<file path="src/rtl/sysreg_pkg.sv">
// Shared definitions for the system register bank: register map, CTRL bit layout,
// handshake FSM states and the byte-enable expansion helper.
package sysreg_pkg;

  localparam logic [3:0] ADDR_CTRL       = 4'd0;
  localparam logic [3:0] ADDR_LEDS       = 4'd1;
  localparam logic [3:0] ADDR_FREQ       = 4'd2;
  localparam logic [3:0] ADDR_DEVID      = 4'd3;
  localparam logic [3:0] ADDR_CYCLE_LO   = 4'd4;
  localparam logic [3:0] ADDR_CYCLE_HI   = 4'd5;
  localparam logic [3:0] ADDR_IRQ_STATUS = 4'd6;
  localparam logic [3:0] ADDR_IRQ_ENABLE = 4'd7;
  localparam logic [3:0] ADDR_SCRATCH0   = 4'd8;

  localparam int CTRL_BOOT_MODE     = 0;
  localparam int CTRL_SIL9024_RESET = 1;

  typedef enum logic [1:0] {
    IDLE    = 2'd0,
    ACK     = 2'd1,
    RELEASE = 2'd2
  } sysreg_state_t;

  // Expand the 4-bit byte enable into a per-bit write mask.
  function automatic logic [31:0] byte_mask(input logic [3:0] wmask);
    return {{8{wmask[3]}}, {8{wmask[2]}}, {8{wmask[1]}}, {8{wmask[0]}}};
  endfunction

endpackage

</file>
<file path="src/rtl/sysreg_irq_capture.sv">
// Edge-captured interrupt sources: rising-edge detect, W1C status with set priority,
// enable mask and a registered level interrupt out.
module sysreg_irq_capture #(
  parameter int NUM_IRQ = 4
) (
  input  logic               i_clock,
  input  logic               i_reset,
  input  logic [NUM_IRQ-1:0] i_irq,
  input  logic [NUM_IRQ-1:0] i_status_clr,
  input  logic               i_enable_we,
  input  logic [NUM_IRQ-1:0] i_enable_wdata,
  output logic [NUM_IRQ-1:0] o_status,
  output logic [NUM_IRQ-1:0] o_enable,
  output logic               o_irq
);

  logic [NUM_IRQ-1:0] prev_irq_q, prev_irq_d;
  logic [NUM_IRQ-1:0] status_q, status_d;
  logic [NUM_IRQ-1:0] enable_q, enable_d;
  logic               irq_q, irq_d;
  logic [NUM_IRQ-1:0] rise;

  always_comb begin
    rise       = i_irq & ~prev_irq_q;
    prev_irq_d = i_irq;
    // A new edge in the same cycle as a clear keeps the bit set.
    status_d   = (status_q & ~i_status_clr) | rise;
    enable_d   = i_enable_we ? i_enable_wdata : enable_q;
    irq_d      = |(status_q & enable_q);
  end

  always_ff @(posedge i_clock) begin
    if (i_reset) begin
      prev_irq_q <= '0;
      status_q   <= '0;
      enable_q   <= '0;
      irq_q      <= 1'b0;
    end else begin
      prev_irq_q <= prev_irq_d;
      status_q   <= status_d;
      enable_q   <= enable_d;
      irq_q      <= irq_d;
    end
  end

  assign o_status = status_q;
  assign o_enable = enable_q;
  assign o_irq    = irq_q;

endmodule

</file>
<file path="src/rtl/sysreg_bank.sv">
// CPU-visible system register bank: board control, LEDs, 64-bit cycle counter with
// coherent LO/HI reads, scratch registers and interrupt capture behind a req/ready bus.
module sysreg_bank
  import sysreg_pkg::*;
#(
  parameter int FREQUENCY   = 100000000,
  parameter int DEVICEID    = 0,
  parameter int LED_WIDTH   = 8,
  parameter int NUM_IRQ     = 4,
  parameter int NUM_SCRATCH = 4
) (
  input  logic                 i_clock,
  input  logic                 i_reset,
  input  logic                 i_request,
  input  logic                 i_rw,
  input  logic [3:0]           i_address,
  input  logic [31:0]          i_wdata,
  input  logic [3:0]           i_wmask,
  output logic [31:0]          o_rdata,
  output logic                 o_ready,
  input  logic                 i_boot_mode_switch,
  input  logic [NUM_IRQ-1:0]   i_irq,
  output logic [LED_WIDTH-1:0] o_leds,
  output logic                 o_sil9024_reset,
  output logic                 o_irq
);

  sysreg_state_t        state_q, state_d;
  logic                 boot_mode_q, boot_mode_d;
  logic                 sil_reset_q, sil_reset_d;
  logic [LED_WIDTH-1:0] leds_q, leds_d;
  logic [7:0][31:0]     scratch_q, scratch_d;
  logic [63:0]          cycle_q, cycle_d;
  logic [31:0]          shadow_q, shadow_d;
  logic [31:0]          rdata_q, rdata_d;

  logic [31:0]          bmask;
  logic                 acc, wr, rd;
  logic [2:0]           scr_idx;
  logic                 scr_hit;
  logic [31:0]          rd_word;
  logic [NUM_IRQ-1:0]   status_clr;
  logic                 enable_we;
  logic [NUM_IRQ-1:0]   enable_wdata;
  logic [NUM_IRQ-1:0]   irq_status;
  logic [NUM_IRQ-1:0]   irq_enable;

  // An access is taken only from IDLE, so each request is serviced once.
  always_comb begin
    bmask   = byte_mask(i_wmask);
    acc     = (state_q == IDLE) && i_request;
    wr      = acc && i_rw;
    rd      = acc && !i_rw;
    scr_idx = i_address[2:0];
    scr_hit = (i_address >= ADDR_SCRATCH0) && (int'(scr_idx) < NUM_SCRATCH);
  end

  always_comb begin
    rd_word = '0;
    case (i_address)
      ADDR_CTRL: begin
        rd_word[CTRL_BOOT_MODE]     = boot_mode_q;
        rd_word[CTRL_SIL9024_RESET] = sil_reset_q;
      end
      ADDR_LEDS:       rd_word = 32'(leds_q);
      ADDR_FREQ:       rd_word = 32'(FREQUENCY);
      ADDR_DEVID:      rd_word = 32'(DEVICEID);
      ADDR_CYCLE_LO:   rd_word = cycle_q[31:0];
      ADDR_CYCLE_HI:   rd_word = shadow_q;
      ADDR_IRQ_STATUS: rd_word = 32'(irq_status);
      ADDR_IRQ_ENABLE: rd_word = 32'(irq_enable);
      default:         rd_word = scr_hit ? scratch_q[scr_idx] : 32'h0;
    endcase
  end

  always_comb begin
    boot_mode_d  = boot_mode_q;
    sil_reset_d  = sil_reset_q;
    leds_d       = leds_q;
    scratch_d    = scratch_q;
    status_clr   = '0;
    enable_we    = 1'b0;
    enable_wdata = (irq_enable & ~bmask[NUM_IRQ-1:0]) | (i_wdata[NUM_IRQ-1:0] & bmask[NUM_IRQ-1:0]);
    if (wr) begin
      case (i_address)
        ADDR_CTRL: begin
          if (bmask[0]) begin
            boot_mode_d = i_wdata[CTRL_BOOT_MODE];
            sil_reset_d = i_wdata[CTRL_SIL9024_RESET];
          end
        end
        ADDR_LEDS:
          leds_d = (leds_q & ~bmask[LED_WIDTH-1:0]) | (i_wdata[LED_WIDTH-1:0] & bmask[LED_WIDTH-1:0]);
        ADDR_IRQ_STATUS: status_clr = i_wdata[NUM_IRQ-1:0] & bmask[NUM_IRQ-1:0];
        ADDR_IRQ_ENABLE: enable_we  = 1'b1;
        default: begin
          if (scr_hit)
            scratch_d[scr_idx] = (scratch_q[scr_idx] & ~bmask) | (i_wdata & bmask);
        end
      endcase
    end
  end

  // Reading LO freezes the high word so a following HI read is coherent.
  always_comb begin
    cycle_d  = cycle_q + 64'd1;
    shadow_d = shadow_q;
    if (rd && (i_address == ADDR_CYCLE_LO))
      shadow_d = cycle_q[63:32];
    rdata_d = rdata_q;
    if (acc)
      rdata_d = i_rw ? 32'h0 : rd_word;
  end

  always_comb begin
    state_d = state_q;
    case (state_q)
      IDLE:    if (i_request) state_d = ACK;
      ACK:     state_d = RELEASE;
      RELEASE: if (!i_request) state_d = IDLE;
      default: state_d = IDLE;
    endcase
  end

  always_ff @(posedge i_clock) begin
    if (i_reset) begin
      state_q     <= IDLE;
      boot_mode_q <= i_boot_mode_switch;
      sil_reset_q <= 1'b0;
      leds_q      <= '0;
      scratch_q   <= '0;
      cycle_q     <= '0;
      shadow_q    <= '0;
      rdata_q     <= '0;
    end else begin
      state_q     <= state_d;
      boot_mode_q <= boot_mode_d;
      sil_reset_q <= sil_reset_d;
      leds_q      <= leds_d;
      scratch_q   <= scratch_d;
      cycle_q     <= cycle_d;
      shadow_q    <= shadow_d;
      rdata_q     <= rdata_d;
    end
  end

  sysreg_irq_capture #(
    .NUM_IRQ(NUM_IRQ)
  ) u_irq (
    .i_clock       (i_clock),
    .i_reset       (i_reset),
    .i_irq         (i_irq),
    .i_status_clr  (status_clr),
    .i_enable_we   (enable_we),
    .i_enable_wdata(enable_wdata),
    .o_status      (irq_status),
    .o_enable      (irq_enable),
    .o_irq         (o_irq)
  );

  assign o_ready         = (state_q == ACK);
  assign o_rdata         = rdata_q;
  assign o_leds          = leds_q;
  assign o_sil9024_reset = sil_reset_q;

endmodule

</file>
<file path="config.mk">
export PLATFORM = sky130hd
export DESIGN_NAME = sysreg_bank
export DESIGN_NICKNAME = d
export VERILOG_FILES = /design/src/rtl/sysreg_pkg.sv /design/src/rtl/sysreg_irq_capture.sv /design/src/rtl/sysreg_bank.sv
export SDC_FILE = /design/constraint.sdc
export NUM_CORES = 1
export LEC_CHECK = 0
export ABC_AREA = 1
export BUFFER_PORTS_ARGS = -buffer_cell sky130_fd_sc_hd__buf_2
export CORE_MARGIN = 5
export CORE_UTILIZATION = 50
export DETAILED_ROUTE_END_ITERATION = 7
export GPL_ROUTABILITY_DRIVEN = 0
export PLACE_DENSITY = 0.67
export RECOVER_POWER = 25
export SLEW_MARGIN = 20
export SYNTH_ARGS = -nofsm -noshare
export SYNTH_HDL_FRONTEND = slang
export SYNTH_SLANG_ARGS = --single-unit
</file>
<file path="constraint.sdc">
create_clock -name i_clock -period 3.8 [get_ports i_clock]
set_clock_uncertainty 0.1 [all_clocks]
set_input_delay 0.57 -clock i_clock [delete_from_list [all_inputs] [get_ports i_clock]]
set_output_delay 0.57 -clock i_clock [all_outputs]
set_load 0.05 [all_outputs]
</file>
==> flow_summary.ini, run 1 <==
[power_and_ir_drop]
clkPwrFrac_pct = 46.3
p_leak_nw = 8.109
p_per_area_mw_per_mm2 = 446.7
comb_power_share_pct = 5.8
intPower_mw = 6.888
peakVddDrop_mv = 0.3183
swShare_pct = 24.27
seqPwrFrac_pct = 47.9
switchingPower_mw = 2.208

[yosys]
synth_xor_area_share_pct = 0.1916
synth_cell_type_count = 29
synth-async-reset-ratio_pct = 0
synth_top_cell_by_area = dfxtp_1
yosys.area_share.simple_pct = 33.20
synth_commonest_cells = nand2_1 (942), dfxtp_1 (408), nor2_1 (338)
ys_ff_latch = 409
seq_area_frac_synth_pct = 44.83
post_synth_main_area_contributors = dfxtp_1 (45%), nand2_1 (19%), nor2_1 (6.9%), a21oi_1 (6.5%), o21ai_0 (5.8%)
synth_compound_area_share_pct = 13.51
yosys_warnings = 0
yosys.area_share.adder_pct = 0.06842
yosys_most_used_dff = dfxtp_1
syn_nets = 2829
synthMostInstantiatedCell = nand2_1
avgSynthCellArea_um2 = 6.580
synthMuxAreaShare_pct = 0
synth_edf_count = 1
synth.cell_area_mm2 = 0.01829
syn_inst = 2779
netlist.area_leader.share_pct = 44.67
synth_top_family_by_area = simple AND/OR/NAND/NOR gates

[worst_setup_path]
r2r_cells = 8
rr_endpoint = cycle_q[50]$_SDFF_PP0_
crit_path_start = i_reset
path_max_fanout = 56
crit_arrival_ps = 2930
r2r-start = cycle_q[0]$_SDFF_PP0_
crit_path_end = scratch_q[195]$_SDFFE_PP0P_
path_class = in2reg
startpoint_type = primary input
regToRegSetupSlack_ps = 1300
end_kind = flip-flop
worstPathRequired_ps = 4060

[clock_network]
cts_buffer_depth = 3
cts_tree = done
htree_levels = 2
clkSinkCount = 409
numCtsBuffers = 44
holdBufCountCts = 0
clk_latency_ps = 580
post_cts_resized = 0
post_cts_buffers = 0
root_buffer = clkbuf_16
clk_pin_slew_ps = 60

[sta]
fin_crit_ps = 2675
slew_violations = 50
relSlewSlack_pct = -59.76
rsz0062_at_grt = no
period_share_pct = 70.40
worst_pin_slew_ps = 2396
finalHoldViolations = 0
fmax_ghz = 0.3738
setup_viol = 0
fin_tns_setup_ps = 0

[final_layout]
area_delta_synth_final_pct = 11.36
regArea_mm2 = 0.008198
fillCellCount = 3588
drive_above_1_share_pct = 8.522
multi_input_area_mm2 = 0.008592
antenna_cells = 0
nNetsFinal = 2846
final_cell_area_mm2 = 0.02036

[route]
wl_per_cell_um = 16.85
drt_iter0_drc = 1632
via_per_inst = 5.412
drtAntennaViolNets = 0
drc = 0
routed_wl_um = 55540
num_vias = 17839
drt_first_pass_iters = 6

[floorplanning]
die_h_um = 201.2
initial_core_util_pct = 50.31
die_w_um = 201.2
dieArea_mm2 = 0.04050
fp.coreArea_mm2 = 0.03635
std_cell_rows = 70
num_io_pins = 92

[global_route]
grt_overflow = 0
gr-usage-all-layers_pct = 26.51
grt_pass1_wl_um = 88340
antenna_found_initial = 0
grt_pass1_vias = 16786
grt_max_degree = 143

[run_status]
violations = capacitance limit, slew limit
outcome = finished, violations left

[place]
hpwlAfterDp_um = 36910
port-buffer-count = 91
placed_area_mm2 = 0.01896

[worst_hold_path]
hp-class = in2reg

[job]
drv_cap = 1
==> kinds of logic (layout without fill, tap and decap cells) <==
kind of cell	after synthesis	count (layout)
AND/OR/NAND/NOR	1507	1507
AO/OA/AOI/OAI	484	484
flip-flops	409	409
buffers and inverters	374	423
XOR/XNOR	4	4
adder cells (fa/ha/maj)	1	1
==> power groups by stage <==
stage | logic, mW | registers [mW] | clock network, mW
after floorplan | 0.313 | 4.47 | 0
after global placement | 0.515 | 4.45 | 0
after detailed placement | 0.521 | 4.45 | 0
after CTS | 0.523 | 4.36 | 4.29
after global routing | 0.571 | 4.36 | 4.46
final | 0.529 | 4.36 | 4.21
==> stage by stage <==
step	total power [mW]	util, %	hold slack, ps	instances	setup slack, ps
global route	9.389	56.02	121.2	3296	927.5
floorplan	4.788	-	298.2	2779	1873
finish	9.096	56.02	126.4	3296	1125
CTS	9.171	56.04	109.9	3296	1372
global placement	4.966	52.16	310.1	3218	1022
detailed placement	4.972	52.16	310.3	3218	955.0
==> how the worst min path moves through the flow <==
stage	cells after the start	startpoint	to	slack [ps]
after CTS	3	i_irq[1]	u_irq.prev_irq_q[1]$_SDFF_PP0_	110
after global routing	3	i_irq[1]	u_irq.prev_irq_q[1]$_SDFF_PP0_	120
after detailed placement	1	u_irq.prev_irq_q[3]$_SDFF_PP0_	u_irq.o_status[3]$_SDFF_PP0_	310
after global placement	2	scratch_q[191]$_SDFFE_PP0P_	scratch_q[191]$_SDFFE_PP0P_	310
final	3	i_irq[3]	u_irq.prev_irq_q[3]$_SDFF_PP0_	130
after floorplan	1	u_irq.prev_irq_q[3]$_SDFF_PP0_	u_irq.o_status[3]$_SDFF_PP0_	300
==> layout make-up <==
class / instances / share of cell area, %
clock buffers: 67 / 6.421
clock inverters: 11 / 0.5100
well taps: 468 / 2.876
repair buffers: 117 / 3.527
inverters: 228 / 4.215
multi-input cells: 1996 / 42.19
flip-flops and latches: 409 / 40.26
==> cells in the final DEF, fill, tap and decap left out, types with 18 or more instances in the layout <==
| master | count |
|---|---|
| o21ai_0 | 212 |
| clkbuf_16 | 44 |
| nand3_1 | 145 |
| buf_4 | 21 |
| dfxtp_1 | 408 |
| o21ai_1 | 18 |
| nand2_1 | 942 |
| nand4_1 | 21 |
| or2_2 | 35 |
| nor2_1 | 339 |
| a21oi_1 | 237 |
| buf_2 | 89 |
| inv_1 | 219 |
==> critical path, stage by stage <==
cell and delay (ps):
buf_6 380, clkbuf_1 1740, nor2_1 150
==> registers in the layout (all words and copies together), names as in the netlist, named ones only <==
signal / flops
boot_mode_q: 1
cycle_q: 64
o_rdata: 32
o_sil9024_reset: 1
scratch_q: 256
shadow_q: 32
state_q: 2
u_irq.o_irq: 1
u_irq.o_status: 4
u_irq.prev_irq_q: 4
==> layer usage <==
layer | up-vias | share of wire [%] | track usage [%]
met5 | - | 0 | 0
met4 | 0 | 4.2 | 10.45
met1 | 8187 | 43 | 35.70
met3 | 132 | 7.8 | 4.545
met2 | 727 | 45 | 42.72
li1 | 8793 | - | -
Note: power is estimated with default switching activity, not from simulation.
==> run 2, diff against run 1 <==
--- a/config.mk
+++ b/config.mk
@@ -11,7 +11,7 @@
 export CORE_UTILIZATION = 50
 export DETAILED_ROUTE_END_ITERATION = 7
 export GPL_ROUTABILITY_DRIVEN = 0
-export PLACE_DENSITY = 0.67
+export PLACE_DENSITY = 0.7
 export RECOVER_POWER = 25
 export SLEW_MARGIN = 20
 export SYNTH_ARGS = -nofsm -noshare
==> constraint.sdc (replaced) <==
create_clock -name i_clock -period 2.2 [get_ports i_clock]
set_clock_uncertainty 0.1 [all_clocks]
set_input_delay 0.33 -clock i_clock [delete_from_list [all_inputs] [get_ports i_clock]]
set_output_delay 0.33 -clock i_clock [all_outputs]
set_load 0.05 [all_outputs]
==> run 2 against run 1 <==
Net effect:
- highest routed layer unchanged
- cell area up 2.7%
- the run now ends clean
- sequential share of layout area down 1.1 points
- global-route usage down 0.40 points
==> flow_summary.ini, run 2 (same netlist as run 1, synthesis figures left out) <==
[final_layout]
final_common_cell = nand2_1
nNetsFinal = 2895
reg.largest.list = scratch_q: 256 flops, cycle_q: 64 flops
final_cell_area_mm2 = 0.02091
final_cell_mix = nand2_1 (942), dfxtp_1 (407), nor2_1 (338)
drive_above_1_share_pct = 9.603
top_register = scratch_q
area_delta_synth_final_pct = 14.36
antenna_cells = 0
largest_reg_flops = 256
stdcell_count = 3342
fin_util_pct = 57.54

[clock_network]
numCtsBuffers = 44
clk_latency_ps = 570
cts_buffer_depth = 3
post_cts_buffers = 0
clk_pin_slew_ps = 60
cts_tree = done
clkSinkCount = 409
root_buffer = clkbuf_16
htree_levels = 2

[route]
routed_wl_um = 54460
num_vias = 18024
drt_iter0_drc = 1711
drc = 0
drt_first_pass_iters = 6
drtAntennaViolNets = 0
wl_per_cell_um = 16.29
via_per_inst = 5.393

[floorplanning]
fp.coreArea_mm2 = 0.03635
die_h_um = 201.2
die_w_um = 201.2
std_cell_rows = 70
num_io_pins = 92
dieArea_mm2 = 0.04050
initial_core_util_pct = 50.31

[sta]
setup_viol = 0
finalWorstSetupSlack_ps = 180.1
hold_slack_ps = 97.16
finalHoldViolations = 0
rsz0062_at_grt = no
fin_tns_setup_ps = 0
fin_crit_ps = 2020
period_share_pct = 91.81
relSlewSlack_pct = 10.20
fmax_ghz = 0.4951
slew_violations = 0
worst_pin_slew_ps = 1347

[power_and_ir_drop]
clkPwrFrac_pct = 46.3
switchingPower_mw = 3.755
intPower_mw = 12.04
p_total_mw = 15.80
comb_power_share_pct = 6.0
seqPwrFrac_pct = 47.7
swShare_pct = 23.77
p_per_area_mw_per_mm2 = 755.4
peakVddDrop_mv = 0.5813
p_leak_nw = 8.380

[worst_setup_path]
end_kind = flip-flop
path_class = reg2reg
worstPathRequired_ps = 2490
startpoint_type = flip-flop
crit_arrival_ps = 2300
path_max_fanout = 5

[worst_hold_path]
hp-class = in2reg

[global_route]
grt_max_degree = 137
gr-usage-all-layers_pct = 26.11
grt_pass1_vias = 16713
antenna_found_initial = 0
grt_pass1_wl_um = 87400
met1_usage_pct = 35.72
gr-usage-met2_pct = 41.54
gr-max-usage-layer = met2
grt_overflow = 0
grt_use_met3_pct = 4.174

[job]
drv_cap = 0

[run_status]
outcome = completed

[place]
hpwlAfterDp_um = 37820
place_inst = 3252
port-buffer-count = 91
pre_cts_slack_ps = 201.9
placed_area_mm2 = 0.01935
run 2: cell count changes in the layout (fill, tap and decap cells not counted), moves of 2 or more:
cell	change
buf_12	+10
buf_4	+24
clkbuf_1	-2
clkbuf_16	+3
clkbuf_8	-3
clkinvlp_4	+2
dlygate4sd3_1	+15
run 2: worst max-delay path, cell delays in order (launching register included):
cell     delay, ps
dfxtp_1        500
nand2_1        130
nor2_1         190
nand2_1        120
nor2_1         330
nand2_1        180
o21ai_0        200
a21oi_1         80
run 2: routing by layer:
layer / up-vias / wire, um
met4: 0 / 2082
met2: 716 / 24620
met3: 142 / 4621
met1: 8263 / 23130
li1: 8903 / -
met5: - / 0
run 2: repair_timing:
| item | CTS | global route |
|---|---|---|
| hold endpoints to repair | 20 | 0 |
| hold buffers | 15 | 0 |
| setup endpoints to repair | 0 | 3 |
| resized for setup | 0 | 1 |
run 2: worst paths after layout:
kind,slack (ps),from,cells after the start,endpoint
setup / recovery,180,cycle_q[20]$_SDFF_PP0_,7,cycle_q[49]$_SDFF_PP0_
hold / removal,100,i_wdata[25],4,scratch_q[25]$_SDFFE_PP0P_
setup reg to reg,180,cycle_q[20]$_SDFF_PP0_,7,cycle_q[49]$_SDFF_PP0_
hold reg to reg,320,scratch_q[248]$_SDFFE_PP0P_,2,scratch_q[248]$_SDFFE_PP0P_
run 2: cell type report:
type / instances / area [um^2]
Fill cell: 3454 / 15430
Multi-Input combinational cell: 1996 / 8594
Sequential cell: 409 / 8199
Clock buffer: 65 / 1334
Timing Repair Buffer: 166 / 1245
Inverter: 228 / 858.3
Tap cell: 468 / 585.6
Clock inverter: 10 / 96.34
run 2: power by group through the flow:
stage	registers, mW	clock network (mW)	logic, mW
after floorplan	7.73	0	0.541
after global placement	7.69	0	0.912
after detailed placement	7.69	0	0.920
after CTS	7.53	7.44	0.946
after global routing	7.53	7.74	1.03
final	7.53	7.32	0.948
